### src/rtl/lbist_ora.sv
// ---------------------------------------------------------------------------
// lbist_ora - Logic BIST output response analyser.
//
// Compacts a stream of wide CUT response vectors into an N-bit Galois MISR.
// Each session runs for NPAT valid responses. At the end of the session the
// signature is compared against the golden value and the result is held.
//
// The response is spatially compacted into N bits before it enters the
// MISR: bit j of din is XORed into stage (j mod N).
//
// Parameters:
//   N_IN  - width of the CUT response input
//   N     - MISR width (2..N_IN)
//   POLY  - feedback taps, bit i set = MSB feeds back into stage i
//   SEED  - MISR value loaded on reset and at session start
//   NPAT  - number of responses compacted per session (>= 1)
//
// Ports:
//   clk        - clock, rising edge
//   rst        - synchronous active-high reset
//   start      - begin a session (accepted in IDLE and DONE)
//   en         - din carries a valid response this cycle (used in RUN only)
//   din        - CUT response vector
//   din_mask   - (LBIST_ORA_MASK_EN only) 1 = force that din bit to 0
//   golden     - expected fault-free signature
//   signature  - current MISR contents
//   pat_cnt    - responses compacted in the current session
//   busy       - session running
//   done       - session complete
//   pass       - signature matched golden at the end of the session
//
// Build option:
//   LBIST_ORA_MASK_EN - when defined, adds din_mask for X-masking.
// ---------------------------------------------------------------------------
module lbist_ora #(
    parameter int          N_IN = 267,
    parameter int          N    = 24,
    parameter logic [N-1:0] POLY = N'(24'h00001B),
    parameter logic [N-1:0] SEED = '0,
    parameter int          NPAT = 1024,
    localparam int         CW   = $clog2(NPAT + 1)
) (
    input  logic            clk,
    input  logic            rst,
    input  logic            start,
    input  logic            en,
    input  logic [N_IN-1:0] din,
`ifdef LBIST_ORA_MASK_EN
    input  logic [N_IN-1:0] din_mask,
`endif
    input  logic [N-1:0]    golden,
    output logic [N-1:0]    signature,
    output logic [CW-1:0]   pat_cnt,
    output logic            busy,
    output logic            done,
    output logic            pass
);

    typedef enum logic [1:0] {
        IDLE = 2'd0,
        RUN  = 2'd1,
        DONE = 2'd2
    } state_t;

    localparam logic [CW-1:0] LAST_CNT = CW'(NPAT - 1);

    state_t          state_q, state_d;
    logic [N-1:0]    misr_q, misr_d;
    logic [CW-1:0]   cnt_q, cnt_d;
    logic            pass_q, pass_d;

    logic [N_IN-1:0] dinEff;
    logic [N-1:0]    fold;
    logic [N-1:0]    misrNext;

    // Masked bits are forced to 0 so unknown CUT outputs cannot corrupt
    // the signature.
`ifdef LBIST_ORA_MASK_EN
    assign dinEff = din & ~din_mask;
`else
    assign dinEff = din;
`endif

    // Spatial compaction: bit j lands in stage j mod N.
    always_comb begin
        fold = '0;
        for (int j = 0; j < N_IN; j++) begin
            fold[j % N] = fold[j % N] ^ dinEff[j];
        end
    end

    // Galois MISR step. Stage 0 always receives the MSB, independent of
    // POLY[0]; the other stages take the MSB only where a tap is set.
    always_comb begin
        misrNext    = '0;
        misrNext[0] = misr_q[N-1] ^ fold[0];
        for (int i = 1; i < N; i++) begin
            misrNext[i] = misr_q[i-1] ^ (POLY[i] & misr_q[N-1]) ^ fold[i];
        end
    end

    // Next-state logic. Everything holds by default; start is honoured in
    // IDLE and DONE only, en is honoured in RUN only.
    always_comb begin
        state_d = state_q;
        misr_d  = misr_q;
        cnt_d   = cnt_q;
        pass_d  = pass_q;
        unique case (state_q)
            IDLE: begin
                pass_d = 1'b0;
                if (start) begin
                    state_d = RUN;
                    misr_d  = SEED;
                    cnt_d   = '0;
                end
            end
            RUN: begin
                pass_d = 1'b0;
                if (en) begin
                    misr_d = misrNext;
                    cnt_d  = cnt_q + CW'(1);
                    if (cnt_q == LAST_CNT) begin
                        // The verdict is taken from the final signature on
                        // the same edge that enters DONE.
                        state_d = DONE;
                        pass_d  = (misrNext == golden);
                    end
                end
            end
            DONE: begin
                if (start) begin
                    state_d = RUN;
                    misr_d  = SEED;
                    cnt_d   = '0;
                    pass_d  = 1'b0;
                end
            end
            default: begin
                state_d = IDLE;
                misr_d  = SEED;
                cnt_d   = '0;
                pass_d  = 1'b0;
            end
        endcase
    end

    // State registers with synchronous reset that overrides start and en.
    always_ff @(posedge clk) begin
        if (rst) begin
            state_q <= IDLE;
            misr_q  <= SEED;
            cnt_q   <= '0;
            pass_q  <= 1'b0;
        end else begin
            state_q <= state_d;
            misr_q  <= misr_d;
            cnt_q   <= cnt_d;
            pass_q  <= pass_d;
        end
    end

    assign signature = misr_q;
    assign pat_cnt   = cnt_q;
    assign busy      = (state_q == RUN);
    assign done      = (state_q == DONE);
    assign pass      = pass_q;

endmodule

### config.mk
export PLATFORM = sky130hd
export DESIGN_NAME = lbist_ora
export DESIGN_NICKNAME = d
export VERILOG_FILES = /design/src/rtl/lbist_ora.sv
export SDC_FILE = /design/constraint.sdc
export NUM_CORES = 1
export LEC_CHECK = 0
export CAP_MARGIN = 20
export CORE_AREA = 2 2 131 133
export CTS_BUF_LIST = sky130_fd_sc_hd__clkbuf_8 sky130_fd_sc_hd__clkbuf_16
export DETAILED_ROUTE_END_ITERATION = 8
export DIE_AREA = 0 0 133 135
export GPL_TIMING_DRIVEN = 0
export PLACE_DENSITY = 0.78
export SYNTH_ARGS = -nofsm -noshare
export SYNTH_HDL_FRONTEND = slang
export SYNTH_SLANG_ARGS = --single-unit
### constraint.sdc
create_clock -name clk -period 2.2 [get_ports clk]
set_input_delay 0.33 -clock clk [delete_from_list [all_inputs] [get_ports clk]]
set_output_delay 0.33 -clock clk [all_outputs]
set_load 0.02 [all_outputs]
==> flow_summary.json <==
{
  "status": "complete, but fails checks",
  "violations": "setup timing",
  "cts_buffers": 5,
  "swShare_pct": 34.7,
  "critPathMaxFanout": 2,
  "die_x_um": 133,
  "pre_cts_ws_ns": -0.638,
  "ant_nets": 0,
  "drive_above_1_share_pct": 4.14,
  "cts.sinks": 38,
  "hold_ws_ns": 0.499,
  "dpl_cell_area_um2": 7800,
  "dp.cells": 1007,
  "power_density_nw_per_um2": 533,
  "cts_tree": "done",
  "cts_root_buffer": "clkbuf_16",
  "power.leakage_uw": 0.00279,
  "ys_ff_latch": 38,
  "via_count": 4262,
  "grt_overflow_total": 0,
  "fin_crit_ns": 2.46,
  "ios": 333,
  "postRouteWirelength_um": 15400,
  "crit_chain": "clkdlybuf4s50_1 -> xnor2_2 -> xnor2_1 -> xnor3_2 -> xnor2_2 -> nand4_1 -> or4b_4 -> o31ai_4",
  "synth.distinct_cells": 33,
  "cp.required_ns": 2.40,
  "yosysTopAreaCellShare_pct": 53.3,
  "detail_route.first_pass.iterations": 4,
  "core_um2": 16400,
  "rsz0062_at_grt": "true",
  "grt_pass1_vias": 4597,
  "tightest_slew_ns": 0.608,
  "timing.slew.headroom_pct": 59.5,
  "syn2layout_area_growth_pct": 91.9,
  "hold_viol": 0,
  "cap_viol_max_count": 0,
  "start_util_pct": 25.6,
  "drt-initial-drc-count": 127,
  "stdcell_area_um2": 8070,
  "antenna_found_initial": 0,
  "nFillCells": 1570,
  "ys_seq_area_share_pct": 18.1,
  "p_clk_share_pct": 17.3,
  "synth_top_area_cell": "xnor2_1",
  "layout_common_cells": "clkdlybuf4s50_1 (328), xnor2_1 (247), xor2_1 (37), nor2_1 (37), dfxtp_1 (37)",
  "die_y_um": 135,
  "dieArea_um2": 18000,
  "hpwl_um": 13600,
  "crit_slowest_cell": "or4b_4",
  "io_buffers": 332,
  "clk_latency_ns": 0.28,
  "drc_errors": 0,
  "antennaDiodeCount": 0,
  "cp_slowest_stage_delay_ns": 0.52,
  "power.internal_uw": 2810,
  "critPathMostFrequentCell": "xnor2_2",
  "peakVddDrop_mv": 0.283,
  "worstHoldPathType": "flip-flop to flip-flop",
  "rows": 47,
  "yosys-top-cells-area": "xnor2_1 (53%), dfxtp_1 (18%), xor2_1 (7.7%), a22oi_1 (4.3%), xnor3_1 (3.8%)",
  "fin_crit_sh_pct": 112,
  "synth_nets": 751,
  "cp-end-kind": "flip-flop",
  "p_sw_uw": 1490,
  "grt_max_degree": 13,
  "power_frac_comb_pct": 64.5,
  "yosysWarnings": 0,
  "final_common_cell": "clkdlybuf4s50_1",
  "crit_type": "input port to flip-flop",
  "cts_buffer_depth": 2,
  "final_cells": 1017,
  "grt_use_total_pct": 17.0,
  "clk_pin_slew_ns": 0.06,
  "htreeDepth": 2,
  "wl_per_cell_um": 15.2,
  "pwr-share-seq_pct": 18.2,
  "arrival_ns": 2.66,
  "setup_viol": 1,
  "max_freq_mhz": 406,
  "viasPerCell": 4.19,
  "syn_inst": 455,
  "synth_area_per_cell_um2": 9.24,
  "nets": 1092,
  "fin_ws_ns": -0.264,
  "gp_congestion": 0.750,
  "grt_pass1_wl_um": 23600,
  "startpoint_type": "input port",
  "drv_slew": 0,
  "clock_skew_ns": 0.00515,
  "syn_area_um2": 4200
}
[routing by layer]
layer	global-route usage, %	wire length [um]	vias up
met2	33.4	8190	211
met5	0	0	-
met1	18.7	5860	1889
met3	4.02	1240	8
li1	-	-	2154
met4	2.81	143	0
[power groups by stage]
stage               sequential (uW)  clock [uW]  combinational, uW
CTS                             782         777               2800
detailed placement              796           0               2700
finish                          782         745               2780
global placement                795           0               2690
floorplan                       841           0               1600
global route                    790         801               3000
[worst max-delay path, delay by kind of cell]
kind	cells	cell delay, ns
buffers and inverters	1	0.44
xor gates and xnor gates	4	1.06
and+or+nand+nor	2	0.67
AOI/OAI and AO/OA	1	0.17
[repair_timing]
| action | CTS | global route |
|---|---|---|
| pin swaps | 7 | 7 |
| gates cloned | 0 | 0 |
| setup buffers | 1 | 1 |
| resized for setup | 12 | 13 |
| endpoints found under the setup margin | 1 | 16 |
| hold buffers | 0 | 0 |
[cells in the mapped netlist]
cell	count
nor3_1	1
a211oi_1	2
or4b_1	1
inv_2	1
buf_1	1
clkbuf_1	7
ha_1	1
xor2_1	37
nor2_1	37
nand4_1	8
xnor2_1	256
nand3b_1	1
dfxtp_1	38
xnor2_2	1
o21bai_1	2
nand2_1	5
xnor3_1	7
xor3_1	3
and2_1	1
or3_1	1
o22ai_1	1
and3_1	4
o21ai_0	1
o31ai_2	1
a21oi_1	3
nor2b_1	1
nand4b_1	1
nor4_1	1
nand2b_1	2
and4_1	1
buf_6	1
a22oi_1	24
nand3_1	3
[cells by family after synthesis]
family / count (synthesis) / synth area share, %
xor gates and xnor gates: 304 / 66.9
and+or+nand+nor: 68 / 7.74
DFF: 38 / 18.1
AOI/OAI and AO/OA: 34 / 5.92
buffers and inverters: 10 / 1.07
adders and majority gates: 1 / 0.298
[cell type report]
cell class / instances / area (um^2) / share of cell area [%]
multi-input combinational: 407 / 3490 / 43.3
timing repair buffer: 334 / 3340 / 41.4
sequential: 38 / 762 / 9.44
tap: 220 / 275 / 3.41
clock buffer: 6 / 139 / 1.72
buffer: 9 / 45.0 / 0.558
clock inverter: 2 / 12.5 / 0.155
inverter: 1 / 3.75 / 0.0465
[state kept, by name (all words and copies together) (netlist names)]
register and flops:
pass 1, pat_cnt 11, signature 24, state_q 2
[worst paths after layout]
check | cells after the start | start | to | slack, ns
setup / recovery | 8 | din[265] | pass | -0.26
setup reg to reg | 7 | signature[0] | pass | -0.22
hold / removal | 2 | signature[19] | signature[19] | 0.50
hold reg to reg | 2 | signature[19] | signature[19] | 0.50
[through the flow]
| stage | TNS [ns] | util [%] | power (uW) |
|---|---|---|---|
| 2_1_floorplan | 0 | - | 2440 |
| 3_3_place_gp | -2.84 | 47.6 | 3480 |
| 3_5_place_dp | -2.55 | 47.6 | 3500 |
| 4_1_cts | -0.297 | 48.9 | 4360 |
| 5_1_grt | -0.348 | 49.2 | 4600 |
| 6_report | -0.264 | 49.2 | 4300 |
Note: power is estimated with default switching activity, not from simulation.
